<file path="config.mk">
export PLATFORM = sky130hd
export DESIGN_NAME = spi_responder
export DESIGN_NICKNAME = d
export VERILOG_FILES = /design/src/rtl/spi_responder.sv
export SDC_FILE = /design/constraint.sdc
export NUM_CORES = 2
export LEC_CHECK = 0
export CAP_MARGIN = 25
export CORE_MARGIN = 5
export CORE_UTILIZATION = 55
export DETAILED_ROUTE_END_ITERATION = 8
export HOLD_SLACK_MARGIN = 0.08
export MAX_ROUTING_LAYER = met4
export PLACE_DENSITY = 0.67
export SYNTH_ARGS = -nofsm -noshare
export SYNTH_HDL_FRONTEND = slang
export SYNTH_SLANG_ARGS = --single-unit
</file>
<file path="constraint.sdc">
create_clock -name CLK -period 59.1 [get_ports CLK]
set_clock_uncertainty 0.1 [all_clocks]
set_input_delay 5.91 -clock CLK [delete_from_list [all_inputs] [get_ports CLK]]
set_output_delay 5.91 -clock CLK [all_outputs]
set_load 0.01 [all_outputs]
</file>
<file path="src/rtl/spi_responder.sv">
// ============================================================================
// spi_responder : SPI Mode 0 responder with byte-wide register memory,
//                 single/burst read and write, synchronized SPI inputs.
// Revision 1.0  : initial release
// ============================================================================
`default_nettype none

module spi_responder #(
  parameter int ADDR_WIDTH  = 7,
  parameter int SYNC_STAGES = 2
) (
  input  logic CLK,
  input  logic reset,
  input  logic SCLK,
  input  logic CS,
  input  logic MOSI,
  output logic MISO,
  output logic MISO_oe,
  output logic wr_strobe,
  output logic busy
);

  localparam int DEPTH = 1 << ADDR_WIDTH;

  localparam logic [1:0] S_IDLE = 2'd0;
  localparam logic [1:0] S_CMD  = 2'd1;
  localparam logic [1:0] S_RD   = 2'd2;
  localparam logic [1:0] S_WR   = 2'd3;

  // --------------------------------------------------------------------------
  // Input conditioning
  // --------------------------------------------------------------------------
  logic [SYNC_STAGES-1:0] sclk_sync_q;
  logic [SYNC_STAGES-1:0] cs_sync_q;
  logic [SYNC_STAGES-1:0] mosi_sync_q;
  logic                   sclk_prev_q;
  logic                   cs_prev_q;

  // CS chain resets to the inactive (high) level so busy starts low.
  always_ff @(posedge CLK or posedge reset) begin
    if (reset) begin
      sclk_sync_q <= '0;
      cs_sync_q   <= '1;
      mosi_sync_q <= '0;
      sclk_prev_q <= 1'b0;
      cs_prev_q   <= 1'b1;
    end else begin
      sclk_sync_q <= {sclk_sync_q[SYNC_STAGES-2:0], SCLK};
      cs_sync_q   <= {cs_sync_q[SYNC_STAGES-2:0], CS};
      mosi_sync_q <= {mosi_sync_q[SYNC_STAGES-2:0], MOSI};
      sclk_prev_q <= sclk_sync_q[SYNC_STAGES-1];
      cs_prev_q   <= cs_sync_q[SYNC_STAGES-1];
    end
  end

  logic sclk_s;
  logic cs_s;
  logic mosi_s;
  logic sclk_rise;
  logic sclk_fall;
  logic cs_fall;
  logic cs_rise;

  assign sclk_s    = sclk_sync_q[SYNC_STAGES-1];
  assign cs_s      = cs_sync_q[SYNC_STAGES-1];
  assign mosi_s    = mosi_sync_q[SYNC_STAGES-1];
  assign sclk_rise = sclk_s & ~sclk_prev_q;
  assign sclk_fall = ~sclk_s & sclk_prev_q;
  assign cs_fall   = ~cs_s & cs_prev_q;
  assign cs_rise   = cs_s & ~cs_prev_q;

  // --------------------------------------------------------------------------
  // State and datapath registers
  // --------------------------------------------------------------------------
  logic [1:0]            state_q, state_d;
  logic [2:0]            bit_cnt_q, bit_cnt_d;
  logic [6:0]            rx_q, rx_d;
  logic [7:0]            tx_q, tx_d;
  logic [ADDR_WIDTH-1:0] addr_q, addr_d;
  logic                  miso_q, miso_d;
  logic                  wr_strobe_q, wr_strobe_d;
  logic                  mem_we;
  logic [7:0]            mem_q [DEPTH];

  logic [7:0]            new_byte;
  logic [ADDR_WIDTH-1:0] cmd_addr;
  logic [ADDR_WIDTH-1:0] addr_inc;
  logic                  last_bit;

  assign new_byte = {rx_q, mosi_s};
  assign cmd_addr = new_byte[7 -: ADDR_WIDTH];
  assign addr_inc = addr_q + ADDR_WIDTH'(1);
  assign last_bit = (bit_cnt_q == 3'd7);

  always_ff @(posedge CLK or posedge reset) begin
    if (reset) begin
      state_q <= S_IDLE;
    end else begin
      state_q <= state_d;
    end
  end

  // cs_rise takes priority over any serial edge seen in the same cycle.
  always_comb begin
    state_d = state_q;
    if (cs_rise) begin
      state_d = S_IDLE;
    end else begin
      case (state_q)
        S_IDLE: if (cs_fall) state_d = S_CMD;
        S_CMD: begin
          if (sclk_rise && last_bit) begin
            state_d = new_byte[0] ? S_RD : S_WR;
          end
        end
        S_RD:    state_d = S_RD;
        S_WR:    state_d = S_WR;
        default: state_d = S_IDLE;
      endcase
    end
  end

  always_comb begin
    bit_cnt_d   = bit_cnt_q;
    rx_d        = rx_q;
    tx_d        = tx_q;
    addr_d      = addr_q;
    miso_d      = miso_q;
    wr_strobe_d = 1'b0;
    mem_we      = 1'b0;
    if (cs_rise) begin
      bit_cnt_d = 3'd0;
      rx_d      = 7'd0;
      miso_d    = 1'b0;
    end else begin
      case (state_q)
        S_IDLE: begin
          if (cs_fall) begin
            bit_cnt_d = 3'd0;
            rx_d      = 7'd0;
            miso_d    = 1'b0;
          end
        end
        S_CMD: begin
          if (sclk_rise) begin
            rx_d      = new_byte[6:0];
            bit_cnt_d = bit_cnt_q + 3'd1;
            if (last_bit) begin
              addr_d = cmd_addr;
              tx_d   = mem_q[cmd_addr];
            end
          end
        end
        S_RD: begin
          // The byte boundary reloads from the next address so bursts stream.
          if (sclk_fall) begin
            miso_d    = tx_q[7];
            bit_cnt_d = bit_cnt_q + 3'd1;
            if (last_bit) begin
              addr_d = addr_inc;
              tx_d   = mem_q[addr_inc];
            end else begin
              tx_d = {tx_q[6:0], 1'b0};
            end
          end
        end
        S_WR: begin
          if (sclk_rise) begin
            rx_d      = new_byte[6:0];
            bit_cnt_d = bit_cnt_q + 3'd1;
            if (last_bit) begin
              mem_we      = 1'b1;
              wr_strobe_d = 1'b1;
              addr_d      = addr_inc;
            end
          end
        end
        default: begin
          bit_cnt_d = 3'd0;
        end
      endcase
    end
  end

  always_ff @(posedge CLK or posedge reset) begin
    if (reset) begin
      bit_cnt_q   <= 3'd0;
      rx_q        <= 7'd0;
      tx_q        <= 8'h00;
      addr_q      <= '0;
      miso_q      <= 1'b0;
      wr_strobe_q <= 1'b0;
    end else begin
      bit_cnt_q   <= bit_cnt_d;
      rx_q        <= rx_d;
      tx_q        <= tx_d;
      addr_q      <= addr_d;
      miso_q      <= miso_d;
      wr_strobe_q <= wr_strobe_d;
    end
  end

  always_ff @(posedge CLK or posedge reset) begin
    if (reset) begin
      for (int i = 0; i < DEPTH; i++) begin
        mem_q[i] <= 8'h00;
      end
    end else if (mem_we) begin
      mem_q[addr_q] <= new_byte;
    end
  end

  // --------------------------------------------------------------------------
  // Outputs
  // --------------------------------------------------------------------------
  always_comb begin
    MISO_oe   = (state_q != S_IDLE);
    MISO      = (state_q == S_RD) & miso_q;
    wr_strobe = wr_strobe_q;
    busy      = ~cs_s;
  end

endmodule

`default_nettype wire

</file>
[Yosys cells after proc, flatten, opt, wreduce, memory -nomap -nowiden]
Cells that the tools add are included.
Storage, ports and cells
  word-level logic and storage cells: 228
  register bits: 1061
  output and inout port bits: 4
Operators by class
  $add $sub $neg: 2
  bitwise operators: 13
  equal/unequal tests: 12
  $lt $le $gt $ge: 4
  muxes and demuxes: 42
  reduce and logical (&&, ||, !) cells: 15
Operators with widths (count)
  bitwise mux 1024 bit: 1
  binary-select mux 8 bit (select 7 bit): 2
  2-to-1 mux 8 bit: 9
  demux 8 bit (select 7 bit): 1
  2-to-1 mux 7 bit: 8
  >= comparator 8 bit, second input constant: 3
  NOT 7 -> 8 bit: 3
  case mux 7 bit (3 select lines): 1
  case mux 8 bit (2 select lines): 1
  case mux 7 bit (2 select lines): 1
  2-to-1 mux 3 bit: 4
  inequality test 3 bit, second input constant: 3
  case mux 3 bit (3 select lines): 1
  AND reduction 3 bit: 3
  nonzero test 3 bit: 3
  < comparator 8 x 1 -> 1 bit, second input constant: 1
  2-to-1 mux 1 bit: 8
  inequality test 2 bit, second input constant: 4
  case mux 2 bit (4 select lines): 1
  adder 7 x 1 -> 7 bit, second input constant: 1
  2-to-1 mux 2 bit: 3
  AND reduction 6 bit: 1
  AND 1 bit: 5
  NOT 1 bit: 5
  other kinds (12): 15

[Longest topological paths before layout]
  depth after elaboration: 8
  gate-level depth with buffers: 12
  depth with buffers taken out: 9

[Least setup slack after synthesis]
OpenSTA, ideal clock, no wires.
  path type: register to output
  start: register state_q[0]
  end: output port MISO
  slack: 51.868 ns
  arrival: 1.222 ns
  path buffers: 1
  stages on the path, launching flop included: 5
  data required time: 53.090 ns
  path through: dfrtp_1 > inv_1 > ha_1 > clkbuf_1 > and2_1
Between the ends
  cells in the longest elaborated chain, start to end: 2
RTL lines
  start: declaration: line 75  | logic [1:0] state_q, state_d;
  start signal: assignment: line 99  | state_q <= state_d;
  == test 2 bit: line 218  | MISO = (state_q == S_RD) & miso_q;
  AND 1 bit: line 218
  end: declaration: line 17  | output logic MISO,
No other way between the ends.

==> results.md <==
* Clk sinks at roughly 1100
* Antenna violations before repair at 0
* GRT overflow at 0
* GR Util All Layers at 0.3101
* Drt wl/cell at slightly below 30 um
* Area delta synth->final at 8.775%
* Full die area at approximately 110000 um^2
* Slew Viols, Final at 0
* Worst-margin pin slew at 1.263 ns
* Final core occ at 0.5998
* Syn Nets at around 4100
* Final HPWL DP at 103100 um
* Power per cell area at about 30 nW/um^2
* DR vias/cell at 6.715
* VDD IR-drop max at between 0.04 and 0.05 mV
* CP bufs+invs at 6
* Synth top area share at 0.4733
* Crit Path Class: input pin to asynchronous set/reset pin
* DR vias at 36350
* Sequential cell area fraction in the yosys report at 0.4747
* Setup_tns at 0 ns
* GP Congestion at 0.9698
* Final hold vios at 0
* Crit path DAT at about 10 ns
* Hold Slack at between 0.2 and 0.3 ns
* Final Cell Area at around 61000 um^2
* Die Width at around 330 um
* Routed WL at roughly 160000 um
* Mapped Cells at approximately 4100
* Synth Cell Area at between 50000 and 60000 um^2
* CTS tree: done
* CTS H-tree depth at 3
* Hold Crit Class: flip-flop to flip-flop
* P_leak at approximately 26 nW
* Crit Path Max Fanout at 158
* Hold buffer count at cts at 0
* RSZ-0062 raised after global routing: false
* Critical Path, Cell by Cell: clkdlybuf4s50_1, inv_8, buf_12, buf_12, buf_4, buf_4
* CP max-delay cell: buf_4
* First-pass GRT wire length at 244300 um
* CTS root buf: clkbuf_16
* Vias in the first global route at approximately 36000
* Routed Antenna Nets at 0
* Die Y at roughly 330 um
* Top area cells in the synthesized netlist: dfrtp_1 47%, mux4_2 24%, mux2_2 13%
* Residual DRC at 0
* Ys flop type: dfrtp_1
* Post-CTS Resized at 0
* MaxCap Viol Count at 0
* Synth cell types at 60
* F_max at 0.1014 GHz
* Starting DRT DRC Count at slightly below 4000
* Outcome: complete, no violations
* 1st-pass router iterations at 5
* FP Rows at ~120
* Fill cells at ~7900
* I/O Buffers at 8
* Area after DPL at 56900 um^2
* Post-synth ARST share at 1.000
* Layout cell share with drive strength beyond 1 at 0.3766
* Postcts setup bufs at 0
* Seq cells post-synth at roughly 1100
* Startpoint types: input pin
* Crit. End Element: asynchronous set/reset pin
* Clock slew at the register clock pins of the worst setup and hold paths at around 0.060 ns
* Average size of a mapped cell at roughly 14 um^2
* Post-synth EDFFs at 0
* Ports at 9
* Overall power at 0.001865 W
* Core area at between 100000 and 150000 um^2
* Final worst-path cycle share at 0.1669
* Final net count at 3969
* Crit-path max cell delay at ~0.87 ns
* CP required at ~60 ns
* Delay-heaviest family, CP: buffers and inverters
* Clock buffer count from CTS at roughly 120
* Starting Density at 0.5514
* Yosys top cell by area: dfrtp_1
* Clock Tree Buf Depth at 3
* Relative slew slack at 0.1363
* Setup violations, final at 0
* Final min period at ~9.9 ns
* Largest net degree at the start of global routing at approximately 160
* Clock Latency Late Sink at roughly 0.71 ns
* Ys Warns at 0
## where the power goes
part | internal, W | switching, W
sequential | 0.000730 | 0.0000206
combinational | 0.000135 | 0.000240
clock | 0.000438 | 0.000302
total | 0.00130 | 0.000562
## flip-flops by register name (all words and copies together) (netlist names)
signal	cells
sclk_prev_q	1
bit_cnt_q	3
state_q	2
miso_q	1
cs_prev_q	1
cs_sync_q	2
cmd_addr	7
sclk_sync_q	2
mosi_sync_q	2
addr_q	7
wr_strobe	1
tx_q	8
mem_q	1024
## layout by cell type, fill, tap and decap left out, types with 8 or more instances in the layout
cell type / n
a2111oi_0: 8
buf_6: 8
clkbuf_1: 31
dfrtp_1: 1049
mux2i_1: 58
clkbuf_16: 119
o311ai_0: 12
o22ai_1: 14
a21oi_1: 19
nand2_1: 575
a211oi_1: 15
o21ai_0: 442
nand3_1: 27
o221ai_1: 10
clkdlybuf4s50_1: 8
and2_1: 11
mux4_2: 588
buf_12: 9
mux2_2: 624
nor2_1: 79
ha_1: 8
a311oi_1: 12
a22oi_1: 18
nor3_1: 30
buf_4: 58
nor2_2: 19
clkbuf_8: 34
inv_1: 10
o211ai_1: 8
clkinv_2: 12
## through the flow
step,worst slack [ns],std cells
after floorplan,23.23,4123
after global placement,48.20,5188
after detailed placement,48.40,5199
after CTS,49.14,5406
after global routing,48.59,5412
final,49.24,5413
## worst reg2reg max path: stages (launching register included)
cell	delay, ns
dfrtp_4	0.94
buf_12	0.57
buf_4	0.87
buf_4	0.79
buf_4	0.77
inv_2	0.08
nand2_1	0.48
o22ai_1	0.21
a2111oi_0	0.89
nor4_1	0.11
nor4_1	0.26
o311ai_0	0.18
## Yosys cell counts, drive strengths merged (7+ instances only)
cell,n
nand2,575
nand3,27
nor3,33
o211ai,8
o22ai,14
a211oi,15
a21oi,19
inv,18
o21ai,442
mux2,624
nand4,7
and2,12
ha,9
dfrtp,1058
a311oi,12
mux4,588
a22oi,18
buf,122
o221ai,10
nor2,98
clkbuf,250
a221oi,7
o311ai,12
a2111oi,8
mux2i,58
## path summary, 6_finish.rpt
kind	start	endpoint	slack [ns]	depth (start not counted)
max	reset	mem_q[438]$_DFFE_PP0P_	49.24	6
min	mosi_sync_q[0]$_DFF_PP0_	mosi_sync_q[1]$_DFF_PP0_	0.25	0
max reg2reg	cmd_addr[1]$_DFFE_PP0P_	tx_q[0]$_DFFE_PP0P_	52.70	11
min reg2reg	mosi_sync_q[0]$_DFF_PP0_	mosi_sync_q[1]$_DFF_PP0_	0.25	0
max in group CLK	state_q[0]$_DFFE_PP0P_	MISO	50.28	4
min in group asynchronous	reset	mem_q[693]$_DFFE_PP0P_	5.67	2
## cell type report
cell class                      instances  area, um^2  share of cell area
Inverter                               18       80.08            0.001316
Sequential cell                      1061       26580              0.4369
Antenna cell                            1       2.502          0.00004113
Clock buffer                          183        3548             0.05832
Multi-Input combinational cell       2672       27760              0.4562
Clock inverter                         24       310.3            0.005100
Tap cell                             1368        1712             0.02813
Timing Repair Buffer                   86       854.6             0.01404
## cells by family (layout without fill, tap and decap cells)
group                    after synthesis  in the layout  synth area share
AO/OA/AOI/OAI                        591            591           0.05981
XOR/XNOR                               6              6          0.001074
adder cells (fa/ha/maj)                9              9          0.002013
buffers and inverters                390            311           0.03035
flip-flops                          1061           1061            0.4747
multiplexers                        1270           1270            0.3727
other                                  0              1                 0
AND/OR/NAND/NOR                      796            796           0.05932
## layer usage
layer | vias up | GRT usage | share of wire
met1 | 19310 | 0.4406 | 0.42
met3 | 309 | 0.06418 | 0.085
met5 | - | - | 0
met4 | 0 | 0.08750 | 0.032
met2 | 1452 | 0.4633 | 0.47
li1 | 15280 | - | -
Note: power is estimated with default switching activity, not from simulation.
